### src/rtl/mem_port_arbiter_if.sv
// Bundle of the four pipeline memory ports, the shared main-memory bus and arbiter status.
// The master modport is the arbiter's view; slave is the view of whatever surrounds it.
interface mem_port_arbiter_if #(
  parameter int DATAW = 32,
  parameter int ADDRW = 32,
  parameter int SIZEW = 4
);
  logic [3:0]         req_valid;
  logic [3:0]         req_ready;
  logic [4*ADDRW-1:0] req_address;
  logic [3:0]         req_wr_en;
  logic [4*DATAW-1:0] req_wr_data;
  logic [4*SIZEW-1:0] req_wr_size;
  logic [3:0]         req_dp_valid;
  logic [3:0]         req_dp_ready;
  logic [DATAW-1:0]   req_dp_read_data;

  logic               bus_valid;
  logic               bus_ready;
  logic [ADDRW-1:0]   bus_address;
  logic               bus_wr_en;
  logic [DATAW-1:0]   bus_wr_data;
  logic [SIZEW-1:0]   bus_wr_size;
  logic               bus_dp_valid;
  logic               bus_dp_ready;
  logic [DATAW-1:0]   bus_dp_read_data;

  logic [1:0]         grant_id;
  logic               busy;
  logic               timeout_err;

  modport master (
    input  req_valid, req_address, req_wr_en, req_wr_data, req_wr_size, req_dp_ready,
    input  bus_ready, bus_dp_valid, bus_dp_read_data,
    output req_ready, req_dp_valid, req_dp_read_data,
    output bus_valid, bus_address, bus_wr_en, bus_wr_data, bus_wr_size, bus_dp_ready,
    output grant_id, busy, timeout_err
  );

  modport slave (
    output req_valid, req_address, req_wr_en, req_wr_data, req_wr_size, req_dp_ready,
    output bus_ready, bus_dp_valid, bus_dp_read_data,
    input  req_ready, req_dp_valid, req_dp_read_data,
    input  bus_valid, bus_address, bus_wr_en, bus_wr_data, bus_wr_size, bus_dp_ready,
    input  grant_id, busy, timeout_err
  );
endinterface

### src/rtl/mem_port_arbiter.sv
// Single-outstanding arbiter sharing the main-memory bus between emem, rmem, wmem and imem.
// emem always wins; the other three rotate, and a silent bus is cut off after TOUT cycles.
module mem_port_arbiter #(
  parameter int DATAW = 32,
  parameter int ADDRW = 32,
  parameter int SIZEW = 4,
  parameter int TOUT  = 255
) (
  input  logic               clk,
  input  logic               reset,
  mem_port_arbiter_if.master arb
);
  typedef enum logic [1:0] {
    IDLE  = 2'd0,
    ISSUE = 2'd1,
    RESP  = 2'd2
  } state_t;

  localparam logic [7:0] TOUT_C = 8'(TOUT);

  state_t           state_q;
  logic [1:0]       rr_ptr_q;
  logic [1:0]       grant_id_q;
  logic [7:0]       tcnt_q;
  logic             timeout_err_q;
  logic             bus_valid_q;
  logic             bus_wr_en_q;
  logic [ADDRW-1:0] bus_address_q;
  logic [DATAW-1:0] bus_wr_data_q;
  logic [SIZEW-1:0] bus_wr_size_q;

  logic             win_valid;
  logic [1:0]       win_id;
  logic             in_resp;
  logic             resp_tmo;

  // Search the rotating ports from the farthest to the nearest so the port at rr_ptr ends up winning.
  always_comb begin
    int cand;
    win_valid = 1'b0;
    win_id    = 2'd0;
    cand      = 0;
    for (int k = 2; k >= 0; k--) begin
      cand = int'(rr_ptr_q) + k;
      if (cand > 3) cand = cand - 3;
      if (arb.req_valid[cand]) begin
        win_valid = 1'b1;
        win_id    = 2'(cand);
      end
    end
    if (arb.req_valid[0]) begin
      win_valid = 1'b1;
      win_id    = 2'd0;
    end
  end

  assign in_resp  = (state_q == RESP);
  // A response arriving in the same cycle as the limit takes precedence over the forced one.
  assign resp_tmo = in_resp && (tcnt_q == TOUT_C) && !arb.bus_dp_valid;

  assign arb.req_ready        = (state_q == IDLE && win_valid) ? (4'b0001 << win_id) : 4'b0000;
  assign arb.req_dp_valid     = (in_resp && (arb.bus_dp_valid || resp_tmo)) ? (4'b0001 << grant_id_q) : 4'b0000;
  assign arb.req_dp_read_data = (in_resp && !resp_tmo) ? arb.bus_dp_read_data : '0;
  assign arb.bus_dp_ready     = in_resp && !resp_tmo && arb.req_dp_ready[grant_id_q];

  assign arb.bus_valid   = bus_valid_q;
  assign arb.bus_address = bus_address_q;
  assign arb.bus_wr_en   = bus_wr_en_q;
  assign arb.bus_wr_data = bus_wr_data_q;
  assign arb.bus_wr_size = bus_wr_size_q;
  assign arb.grant_id    = grant_id_q;
  assign arb.busy        = (state_q != IDLE);
  assign arb.timeout_err = timeout_err_q;

  always_ff @(posedge clk) begin
    if (reset) begin
      state_q       <= IDLE;
      rr_ptr_q      <= 2'd1;
      grant_id_q    <= 2'd0;
      tcnt_q        <= 8'd0;
      timeout_err_q <= 1'b0;
      bus_valid_q   <= 1'b0;
      bus_wr_en_q   <= 1'b0;
      bus_address_q <= '0;
      bus_wr_data_q <= '0;
      bus_wr_size_q <= '0;
    end else begin
      unique case (state_q)
        IDLE: begin
          if (win_valid) begin
            bus_address_q <= arb.req_address[win_id*ADDRW +: ADDRW];
            bus_wr_en_q   <= arb.req_wr_en[win_id];
            bus_wr_data_q <= arb.req_wr_data[win_id*DATAW +: DATAW];
            bus_wr_size_q <= arb.req_wr_size[win_id*SIZEW +: SIZEW];
            grant_id_q    <= win_id;
            bus_valid_q   <= 1'b1;
            state_q       <= ISSUE;
          end
        end
        ISSUE: begin
          if (arb.bus_ready) begin
            bus_valid_q <= 1'b0;
            tcnt_q      <= 8'd0;
            state_q     <= RESP;
          end
        end
        RESP: begin
          if (resp_tmo) begin
            timeout_err_q <= 1'b1;
            if (arb.req_dp_ready[grant_id_q]) state_q <= IDLE;
          end else if (arb.bus_dp_valid && arb.req_dp_ready[grant_id_q]) begin
            state_q <= IDLE;
            if (grant_id_q != 2'd0) rr_ptr_q <= (grant_id_q == 2'd3) ? 2'd1 : grant_id_q + 2'd1;
          end else if (!arb.bus_dp_valid && tcnt_q != TOUT_C) begin
            tcnt_q <= tcnt_q + 8'd1;
          end
        end
        default: state_q <= IDLE;
      endcase
    end
  end
endmodule

### src/flat_wrapper.sv
// flat-port wrapper written by rule: the top's interface ports become plain ports
module mem_port_arbiter_flat 
#(
  parameter int DATAW = 32,
  parameter int ADDRW = 32,
  parameter int SIZEW = 4,
  parameter int TOUT  = 255
)
  (clk, reset, arb_req_valid, arb_req_address, arb_req_wr_en, arb_req_wr_data, arb_req_wr_size, arb_req_dp_ready, arb_bus_ready, arb_bus_dp_valid, arb_bus_dp_read_data, arb_req_ready, arb_req_dp_valid, arb_req_dp_read_data, arb_bus_valid, arb_bus_address, arb_bus_wr_en, arb_bus_wr_data, arb_bus_wr_size, arb_bus_dp_ready, arb_grant_id, arb_busy, arb_timeout_err);
  mem_port_arbiter_if #(.DATAW(DATAW), .ADDRW(ADDRW), .SIZEW(SIZEW)) arb_i ();
  input  logic clk;
  input  logic reset;
  input wire logic [$bits(arb_i.req_valid)-1:0] arb_req_valid;
  input wire logic [$bits(arb_i.req_address)-1:0] arb_req_address;
  input wire logic [$bits(arb_i.req_wr_en)-1:0] arb_req_wr_en;
  input wire logic [$bits(arb_i.req_wr_data)-1:0] arb_req_wr_data;
  input wire logic [$bits(arb_i.req_wr_size)-1:0] arb_req_wr_size;
  input wire logic [$bits(arb_i.req_dp_ready)-1:0] arb_req_dp_ready;
  input wire logic [$bits(arb_i.bus_ready)-1:0] arb_bus_ready;
  input wire logic [$bits(arb_i.bus_dp_valid)-1:0] arb_bus_dp_valid;
  input wire logic [$bits(arb_i.bus_dp_read_data)-1:0] arb_bus_dp_read_data;
  output wire logic [$bits(arb_i.req_ready)-1:0] arb_req_ready;
  output wire logic [$bits(arb_i.req_dp_valid)-1:0] arb_req_dp_valid;
  output wire logic [$bits(arb_i.req_dp_read_data)-1:0] arb_req_dp_read_data;
  output wire logic [$bits(arb_i.bus_valid)-1:0] arb_bus_valid;
  output wire logic [$bits(arb_i.bus_address)-1:0] arb_bus_address;
  output wire logic [$bits(arb_i.bus_wr_en)-1:0] arb_bus_wr_en;
  output wire logic [$bits(arb_i.bus_wr_data)-1:0] arb_bus_wr_data;
  output wire logic [$bits(arb_i.bus_wr_size)-1:0] arb_bus_wr_size;
  output wire logic [$bits(arb_i.bus_dp_ready)-1:0] arb_bus_dp_ready;
  output wire logic [$bits(arb_i.grant_id)-1:0] arb_grant_id;
  output wire logic [$bits(arb_i.busy)-1:0] arb_busy;
  output wire logic [$bits(arb_i.timeout_err)-1:0] arb_timeout_err;
  assign arb_i.req_valid = arb_req_valid;
  assign arb_i.req_address = arb_req_address;
  assign arb_i.req_wr_en = arb_req_wr_en;
  assign arb_i.req_wr_data = arb_req_wr_data;
  assign arb_i.req_wr_size = arb_req_wr_size;
  assign arb_i.req_dp_ready = arb_req_dp_ready;
  assign arb_i.bus_ready = arb_bus_ready;
  assign arb_i.bus_dp_valid = arb_bus_dp_valid;
  assign arb_i.bus_dp_read_data = arb_bus_dp_read_data;
  assign arb_req_ready = arb_i.req_ready;
  assign arb_req_dp_valid = arb_i.req_dp_valid;
  assign arb_req_dp_read_data = arb_i.req_dp_read_data;
  assign arb_bus_valid = arb_i.bus_valid;
  assign arb_bus_address = arb_i.bus_address;
  assign arb_bus_wr_en = arb_i.bus_wr_en;
  assign arb_bus_wr_data = arb_i.bus_wr_data;
  assign arb_bus_wr_size = arb_i.bus_wr_size;
  assign arb_bus_dp_ready = arb_i.bus_dp_ready;
  assign arb_grant_id = arb_i.grant_id;
  assign arb_busy = arb_i.busy;
  assign arb_timeout_err = arb_i.timeout_err;
  mem_port_arbiter #(.DATAW(DATAW), .ADDRW(ADDRW), .SIZEW(SIZEW), .TOUT(TOUT)) u_core (.clk(clk), .reset(reset), .arb(arb_i));
endmodule
### config.mk
export PLATFORM = sky130hd
export DESIGN_NAME = mem_port_arbiter_flat
export DESIGN_NICKNAME = d
export VERILOG_FILES = /design/src/rtl/mem_port_arbiter_if.sv /design/src/rtl/mem_port_arbiter.sv /design/src/flat_wrapper.sv
export SDC_FILE = /design/constraint.sdc
export NUM_CORES = 1
export LEC_CHECK = 0
export ABC_CLOCK_PERIOD_IN_PS = 2850
export CORE_AREA = 4 4 165 167
export CTS_BUF_LIST = sky130_fd_sc_hd__clkbuf_16
export CTS_CLUSTER_DIAMETER = 80
export CTS_CLUSTER_SIZE = 10
export DETAILED_ROUTE_END_ITERATION = 8
export DIE_AREA = 0 0 169 171
export PLACE_DENSITY = 0.58
export SYNTH_ARGS = -nofsm -noshare
export SYNTH_HDL_FRONTEND = slang
export SYNTH_SLANG_ARGS = --single-unit
### constraint.sdc
create_clock -name clk -period 2.85 [get_ports clk]
set_input_delay 0.4275 -clock clk [delete_from_list [all_inputs] [get_ports clk]]
set_output_delay 0.4275 -clock clk [all_outputs]
set_load 0.01 [all_outputs]
==> run metrics <==
DRT Wirelength=29500 µm; Post-DP HPWL=21900 µm; Placed Cells=1469; number of diodes=0; RR Endpoint=u_core.arb.bus_wr_size[3]; Final Max Slew Viols=0; Vias/cell=4.92; share of power burned in registers=32.7%; #FFs+latches synth=85; fmax=0.362 GHz; Ys Warns=0; post-synthesis mux area share=1.40%; hold violation count in the final report=0; Mapped Cells=733; sw power=1.37 mW; Crit path largest cell delay=0.39 ns; chip height=171 µm; endpoints failing setup=0; Setup TNS Final=0 ns; post-route clock period utilization=97.0%; maxcap violations=0; largest family of logic cells by synthesized area=compound AO/OA/AOI/OAI gates; initial antenna violation count=0; post-synthesis sequential area ratio=25.1%; leakage=4.52 nW; commonest non-fill, non-tap cells in the layout=425 x clkdlybuf4s50_1, 139 x and3_1, 98 x a211oi_2, 81 x dfxtp_1, 76 x nand2_1; Setup WS post-layout=0.0854 ns; Tightest Pin Transition=0.642 ns; Critical Path Slowest Stage Cell=o32a_4; CTS tree=yes; Total GRT Usage=19.0%; post-synth net total=1060; Hold WC Path Type=flip-flop to flip-flop; relative slew slack=57.0%; mean post-synth cell area=9.25 µm²; Critical R2R Launch=u_core.rr_ptr_q[1]; design area=11900 µm²; largest net degree at the start of global routing=79; Ports=435; Critical Path Fanout Max=9; r2r setup slk=0.23 ns; fin nets=1474; Worst-path clk slew=0.07 ns; WP data arrival=2.34 ns; vias in the first global route=7560; Vias=7311; Net Sw Frac=31.8%; Area after DPL=11500 µm²; cts bufs inserted=9; Hold Crit Start=u_core.arb.bus_wr_data[30]; CTS sink cnt=85; CTS root buffer=clkbuf_16; Bufs on Longest Clock Path=2; Layout area overhead=75.9%; number of port buffers=434; final core utilization=46.3%; synthesized area=6780 µm²; Reg2Reg Depth=13; FP Rows=59; CP Cell Sequence=inv_2, ha_4, buf_4, nor3_4, nor3_4, o32a_4, and2_1, dlygate4sd2_1; CP required=2.42 ns; first-pass GRT wire length=43900 µm; Post-Synth Simple-Gate Area=25.5%; area share of fa/ha/maj cells after synthesis=1.29%; startpoint types=flip-flop; Synth async-reset ratio=0%; critical path class=flip-flop to output pin; Hold WS=0.459 ns; drt drc=0; post-synthesis xor/xnor area fraction=0.775%; first-pass iteration count of the detailed router=4; grt total ovfl=0; Synth cell types=54; Critical path origin=u_core.rr_ptr_q[0]; Post-Layout Cell Count=1486; Final Wtd Congestion=0.824; CP most frequent cell=nor3_4; Initial Util=26.3%; Gate power share=41.7%; H-tree depth=3; Worst Setup End Kind=output pin; CP endpoint=arb_req_ready[2]; min Tclk post-route=2.76 ns; Synth Area in Compound Gates=38.0%; Power Total=4.30 mW; Die ar.=28900 µm²; status=finished clean; Internal=2.93 mW; layout cells sized above 1=23.0%; Post-synth EDFFs=0; WL/cell=19.8 µm; core area=25800 µm²; Power Density=361 nW/µm²; Clock Latency Late Sink=0.35 ns; pre-CTS setup slack=-0.220 ns; clock power share=25.6%; DR iter-0 viols=353; worst vdd ir=0.000210 V; Die Wd=169 µm; commonest non-fill, non-tap cell in the layout=clkdlybuf4s50_1; main flop type after synthesis=dfxtp_1; antenna viol nets, final=0; clock skew=0.0134 ns
flip-flops by register name (all words and copies together) (netlist names):
name,count
u_core.arb.bus_address,32
u_core.arb.bus_valid,1
u_core.arb.bus_wr_data,32
u_core.arb.bus_wr_en,1
u_core.arb.bus_wr_size,4
u_core.arb.grant_id,2
u_core.arb.timeout_err,1
u_core.rr_ptr_q,2
u_core.state_q,2
u_core.tcnt_q,8
per-layer routing:
| layer | up-vias | GRT usage, % | share of wire, % | wire length [µm] |
|---|---|---|---|---|
| met5 | - | 0 | 0 | 0 |
| met4 | 0 | 4.38 | 1.2 | 365 |
| met3 | 23 | 4.90 | 7.5 | 2230 |
| met2 | 254 | 33.7 | 50 | 14700 |
| met1 | 3456 | 23.3 | 41 | 12200 |
| li1 | 3578 | - | - | - |
worst max-delay path, delay by kind of cell (launching register included):
family	cells	cell delay, ns
adder cells (fa/ha/maj)	1	0.25
flip-flops	1	0.37
AO/OA/AOI/OAI	1	0.39
AND/OR/NAND/NOR	3	0.50
buffers and inverters	3	0.49
power groups by stage:
stage          sequential, mW  clock (mW)  combinational, mW
3_3_place_gp             1.43           0               1.80
6_report                 1.41        1.10               1.79
3_5_place_dp             1.43           0               1.80
2_1_floorplan            1.49           0              0.770
4_1_cts                  1.41        1.15               1.81
5_1_grt                  1.43        1.19               1.92
area by class of cell:
cell class,instances,area (µm²)
multi-input cells,559,4690
repair buffers,483,4820
flip-flops and latches,85,1710
fillers,2547,13800
well taps,335,419
inverters,9,33.8
clock inverters,6,30.0
clock buffers,9,225
synthesized netlist by cell type, drive strengths merged, types with 2 or more instances:
library cell  instances  area share, %
mux2i                 5           0.74
ha                    7            1.3
inv                   9           0.50
nor3                  4           0.54
nor2                 24            1.3
and3                139             13
clkbuf               38            2.1
mux2                  2           0.33
buf                  41            5.0
a31oi                 2           0.18
o31ai                70             13
nor2b                 4           0.41
a211oi              138             23
a21oi                 4           0.30
nor4                  2           0.41
or2                   2           0.18
a21boi                3           0.50
nand3                 2           0.15
dfxtp                85             25
o21ai                 5           0.37
xor2                  3           0.39
and2                 41            3.8
xnor2                 3           0.39
nand2                78            4.4
nand2b                5           0.46
worst min path at each step:
| stage | depth (start not counted) | endpoint |
|---|---|---|
| 6_report | 2 | u_core.arb.bus_wr_data[30] |
| 2_1_floorplan | 2 | u_core.arb.bus_valid |
| 5_1_grt | 2 | u_core.arb.bus_wr_data[30] |
| 3_3_place_gp | 2 | u_core.arb.bus_address[20] |
| 4_1_cts | 2 | u_core.arb.bus_wr_data[30] |
| 3_5_place_dp | 2 | u_core.arb.bus_wr_data[30] |
kinds of logic (layout without fill, tap and decap cells):
logic type	count (synthesis)	in the layout
AOI/OAI and AO/OA	229	229
xor gates and xnor gates	6	6
adders and majority gates	7	7
buffers and inverters	89	507
DFF	85	85
muxes	8	8
and+or+nand+nor	309	309
timing repair:
action                                  in CTS  in global routing
hold endpoints to repair                     0                  0
hold buffers                                 0                  0
pin swaps                                    3                  4
endpoints found under the setup margin      41                 41
buffers inserted                             1                  1
gates cloned                                 0                  0
resized for setup                           17                 23
(Power assumes the default switching activity.)
==> RTL change 1 (same settings) <==
Re-encode `state_t` (3 states) as one-hot, 3 bits wide.
--- a/src/rtl/mem_port_arbiter.sv
+++ b/src/rtl/mem_port_arbiter.sv
@@ -10,10 +10,10 @@
   input  logic               reset,
   mem_port_arbiter_if.master arb
 );
-  typedef enum logic [1:0] {
-    IDLE  = 2'd0,
-    ISSUE = 2'd1,
-    RESP  = 2'd2
+  typedef enum logic [2:0] {
+    IDLE  = 3'b001,
+    ISSUE = 3'b010,
+    RESP  = 3'b100
   } state_t;
 
   localparam logic [7:0] TOUT_C = 8'(TOUT);
Formal check against the unedited RTL: same outputs for any inputs over 4 cycles, from zero or initial values and one cycle with reset high; so few cycles prove little.
==> RTL change 1 against the unedited design <==
Routed wire length grew 3.6%. Sequential cell count grew 1. Worst setup slack gained 0.020 ns. Clock power grew 13%. Via count grew 0.62%. Design area shrank 0.67%. Power grew 7.0%. Hold slack gained 0.0010 ns. Synthesized area shrank 2.7%. Count of clock-buffer cells in the layout is the same. Critical path type unchanged. Critical endpoint is now arb_req_dp_read_data[31]. Highest routed layer unchanged.
==> RTL change 1: results (changes against the unedited design) <==
\begin{tabular}{lr}
\hline
Metric & Value \\
\hline
\multicolumn{2}{l}{\textbf{Status}} \\
Result of the run & finished clean \\
\multicolumn{2}{l}{\textbf{Yosys}} \\
Proportion of synthesized chip area in sequential cells & 26.10\% (+1.0 points) \\
Fraction of synthesized area in multiplexers & 1.441\% (+0.039 points) \\
Post-synthesis adder-cell area fraction & 1.328\% (+0.036 points) \\
Fraction of the mapped netlist area in compound gates & 37.44\% (-0.61 points) \\
Post-synthesis share of cell area spent on xor and xnor gates & 0.6638\% (-0.11 points) \\
Number of distinct standard cells referenced by the synthesized netlist & 55 (+1.9\%) \\
Leading cell types by total area after synthesis & dfxtp\_1 26\%, and3\_1 14\%, o31ai\_2 13\% \\
Synthesized net count & 1062 (+0.19\%) \\
Commonest cells in the synthesized netlist & 144 x and3\_1, 86 x dfxtp\_1, 78 x nand2\_1, 70 x a211oi\_1, 69 x o31ai\_2 \\
\multicolumn{2}{l}{\textbf{GRT}} \\
Combined global-route utilization of all metal layers & 19.54\% (+0.49 points) \\
Number of global-route vias before repair & 7262 (-3.9\%) \\
Largest net degree at the start of global routing & 80 (+1.3\%) \\
Overflow left after global routing & 0 (unchanged) \\
Wire length of the first global-routing pass & 44.10 mm (+0.46\%) \\
\multicolumn{2}{l}{\textbf{Placed design}} \\
Routability congestion estimate from global placement & 0.8404 (+2.0\%) \\
Final HPWL DP & 23.43 mm (+6.8\%) \\
Placed inst area & 0.01151 mm2 (-0.24\%) \\
Setup slack after placement & -0.2964 ns (-0.07633 ns) \\
\multicolumn{2}{l}{\textbf{Power}} \\
Peak supply drop & 0.0002017 V (-3.8\%) \\
Leakage power total & 4.465 nW (-1.2\%) \\
\multicolumn{2}{l}{\textbf{Drt}} \\
Iteration-0 DRC Markers & 323 (-8.5\%) \\
DR WL/cell & 20.45 um (+3.1\%) \\
\multicolumn{2}{l}{\textbf{Timing}} \\
Worst max-slew margin expressed relative to the limit & 53.09\% (-3.9 points) \\
Worst setup skew after layout & 0.01460 ns (+0.001252 ns) \\
\multicolumn{2}{l}{\textbf{Cells and area}} \\
Filler Cells Inserted & 2506 (-1.6\%) \\
Share of post-route cells with drive strength above 1 & 20.55\% (-2.5 points) \\
\multicolumn{2}{l}{\textbf{Setup path}} \\
Critical Path AT & 2.32 ns (-0.02 ns) \\
Largest fanout on the critical path & 33 (+24) \\
\hline
\end{tabular}
## RTL change 1: layout make-up
class	instances	area (um2)	area share, %
Timing Repair Buffer	488	4855	40.98
Multi-Input combinational cell	561	4527	38.21
Sequential cell	86	1724	14.55
Tap cell	335	419.2	3.538
Clock buffer	9	225.2	1.901
Clock inverter	7	71.32	0.6020
Inverter	7	26.28	0.2218
## RTL change 1: per-stage QoR
| step | cells | total power [mW] | hold slack [ns] |
|---|---|---|---|
| final | 1493 | 4.601 | 0.4603 |
| after detailed placement | 1475 | 3.410 | 0.4463 |
| after floorplan | 735 | 2.339 | 0.4587 |
| after CTS | 1491 | 4.668 | 0.4644 |
| after global placement | 1475 | 3.401 | 0.4425 |
| after global routing | 1493 | 4.833 | 0.4823 |
## RTL change 1: timing repair
item / in CTS / in global routing
pin swaps: 1 / 4
endpoints found under the setup margin: 4 / 4
setup buffers: 0 / 2
cloned: 0 / 0
resized for setup: 20 / 8
## RTL change 1: path summary, 6_finish.rpt
path | from | endpoint | slack [ns] | depth (start not counted)
setup reg to reg | u_core.rr_ptr_q[0] | u_core.arb.bus_wr_data[24] | 0.22 | 12
hold / removal | u_core.arb.bus_address[28] | u_core.arb.bus_address[28] | 0.46 | 2
hold reg to reg | u_core.arb.bus_address[28] | u_core.arb.bus_address[28] | 0.46 | 2
setup / recovery | u_core.tcnt_q[0] | arb_req_dp_read_data[31] | 0.11 | 7
## RTL change 1: power breakdown
part           internal, mW  total [mW]  leakage [nW]  switching (mW)
registers              1.38        1.47         0.708          0.0969
clock network         0.683        1.24         0.140           0.558
logic                  1.07        1.89          3.62           0.817
## RTL change 1: layer usage
metal	GRT usage, %	vias up	share of wire (%)
li1	-	3605	-
met1	22.69	3406	39
met2	35.67	318	51
met3	5.314	27	9.0
met4	4.865	0	1.4
met5	0	-	0
## RTL change 1: logic make-up (layout without fill, tap and decap cells)
| group | Yosys count | count (layout) |
|---|---|---|
| fa+ha+maj | 7 | 7 |
| xor+xnor | 5 | 5 |
| buf+inv | 88 | 511 |
| simple gates | 308 | 308 |
| mux | 8 | 8 |
| flops | 86 | 86 |
| compound gates | 233 | 233 |
## RTL change 1: worst max-delay path: stages (launching register included)
cell	delay (ns)
dfxtp_1	0.37
ha_1	0.22
nand3_1	0.12
nor3_1	0.25
nor2_1	0.08
buf_4	0.21
and2_1	0.23
clkdlybuf4s50_1	0.49
==> RTL change 2 (config.mk and constraints unchanged) <==
Made on the original files. `ADDRW` is set to 32 in 3 places; all go to 48.
--- a/src/rtl/mem_port_arbiter_if.sv
+++ b/src/rtl/mem_port_arbiter_if.sv
@@ -2,7 +2,7 @@
 // The master modport is the arbiter's view; slave is the view of whatever surrounds it.
 interface mem_port_arbiter_if #(
   parameter int DATAW = 32,
-  parameter int ADDRW = 32,
+  parameter int ADDRW = 48,
   parameter int SIZEW = 4
 );
   logic [3:0]         req_valid;
--- a/src/rtl/mem_port_arbiter.sv
+++ b/src/rtl/mem_port_arbiter.sv
@@ -2,7 +2,7 @@
 // emem always wins; the other three rotate, and a silent bus is cut off after TOUT cycles.
 module mem_port_arbiter #(
   parameter int DATAW = 32,
-  parameter int ADDRW = 32,
+  parameter int ADDRW = 48,
   parameter int SIZEW = 4,
   parameter int TOUT  = 255
 ) (
--- a/src/flat_wrapper.sv
+++ b/src/flat_wrapper.sv
@@ -2,7 +2,7 @@
 module mem_port_arbiter_flat 
 #(
   parameter int DATAW = 32,
-  parameter int ADDRW = 32,
+  parameter int ADDRW = 48,
   parameter int SIZEW = 4,
   parameter int TOUT  = 255
 )
Ports: changed (resized arb_bus_address and arb_req_address); port bits go from 435 to 515. The function was not compared with the original's and may differ.
==> RTL change 2 against the unedited design <==
Global-route usage increased by 3.4 points. Power increased by 20%. Synthesized area increased by 8.1%. First-iteration DRC count decreased by 2.8%. Sequential cell count increased by 16. Worst setup slack improved by 0.040 ns. Combinational power increased by 18%. Routed wire length increased by 18%. Design area increased by 12%. Critical path type unchanged. Critical endpoint is now arb_req_ready[0]. Largest cell class unchanged. Largest power group unchanged. Highest routed layer unchanged.
==> RTL change 2: results (changes against the unedited design) <==
\begin{tabular}{lr}
\hline
Metric & Value \\
\hline
\multicolumn{2}{l}{\textbf{Status}} \\
Result of the run & finished clean \\
\multicolumn{2}{l}{\textbf{Setup path}} \\
Worst reg2reg setup slack & 0.21 ns (-0.02 ns) \\
Worst stage delay on the critical path & 0.32 ns (-0.07 ns) \\
Slowest stage cell, crit path & dfxtp\_1 \\
Worst Setup EP & arb\_req\_ready[0] \\
\multicolumn{2}{l}{\textbf{GRT}} \\
Wire length of the first global-routing pass & 50.31 mm (+15\%) \\
\multicolumn{2}{l}{\textbf{Clock network}} \\
Cells resized by post-CTS repair & 9 (-8) \\
\multicolumn{2}{l}{\textbf{Yosys}} \\
Avg Inst Size Synth & 9.840 um2 (+6.4\%) \\
Fraction of the mapped netlist area in compound gates & 32.31\% (-5.7 points) \\
Post-synthesis share of cell area spent on xor and xnor gates & 0.5974\% (-0.18 points) \\
Post-synthesis adder-cell area fraction & 1.195\% (-0.097 points) \\
Proportion of synthesized chip area in sequential cells & 27.58\% (+2.5 points) \\
Fraction of synthesized area in multiplexers & 14.41\% (+13 points) \\
\multicolumn{2}{l}{\textbf{Cells and area}} \\
Buffer share of cell area & 42.33\% (+1.9 points) \\
Number of multi-input combinational cells & 560 (+0.18\%) \\
Clock buffers and inverters, area share & 2.409\% (+0.27 points) \\
Non-clock buffer count in the final layout & 561 (+16\%) \\
FF/Latch Area & 0.002022 mm2 (+18\%) \\
Diode insertion count for antenna repair & 1 (+1) \\
\multicolumn{2}{l}{\textbf{Placed design}} \\
Routability congestion estimate from global placement & 0.8592 (+4.2\%) \\
Setup slack after placement & -0.08738 ns (+0.1327 ns) \\
Port bufs & 514 (+18\%) \\
\multicolumn{2}{l}{\textbf{Power}} \\
Leakage power total & 5.218 nW (+15\%) \\
Peak supply drop & 0.0002539 V (+21\%) \\
\multicolumn{2}{l}{\textbf{Timing}} \\
Hold\_ws & 0.4608 ns (+0.001537 ns) \\
\multicolumn{2}{l}{\textbf{Min path}} \\
Worst Hold End & u\_core.arb.bus\_valid \\
\hline
\end{tabular}
-- RTL change 2: cell types whose count changed in the layout (fill, tap and decap cells not counted), sizes merged, moves of 48 or more --
cell	before	now
and3	139	3
a211oi	138	37
mux2i	5	101
a221oi	0	85
clkdlybuf4s50	425	507
nand2	78	9
o31ai	70	2
o21bai	0	48
-- RTL change 2: power groups by stage --
| stage | sequential, mW | clock [mW] | combinational, mW |
|---|---|---|---|
| floorplan | 1.77 | 0 | 0.849 |
| global placement | 1.70 | 0 | 2.12 |
| detailed placement | 1.70 | 0 | 2.12 |
| CTS | 1.68 | 1.45 | 2.13 |
| global route | 1.70 | 1.50 | 2.26 |
| finish | 1.68 | 1.40 | 2.11 |
-- RTL change 2: layer usage --
metal	GRT usage, %	share of wire (%)	routed length, um
met3	5.730	7.7	2684
met2	40.37	51	17580
met4	4.585	1.4	495
met5	0	0	0
met1	27.08	40	13890
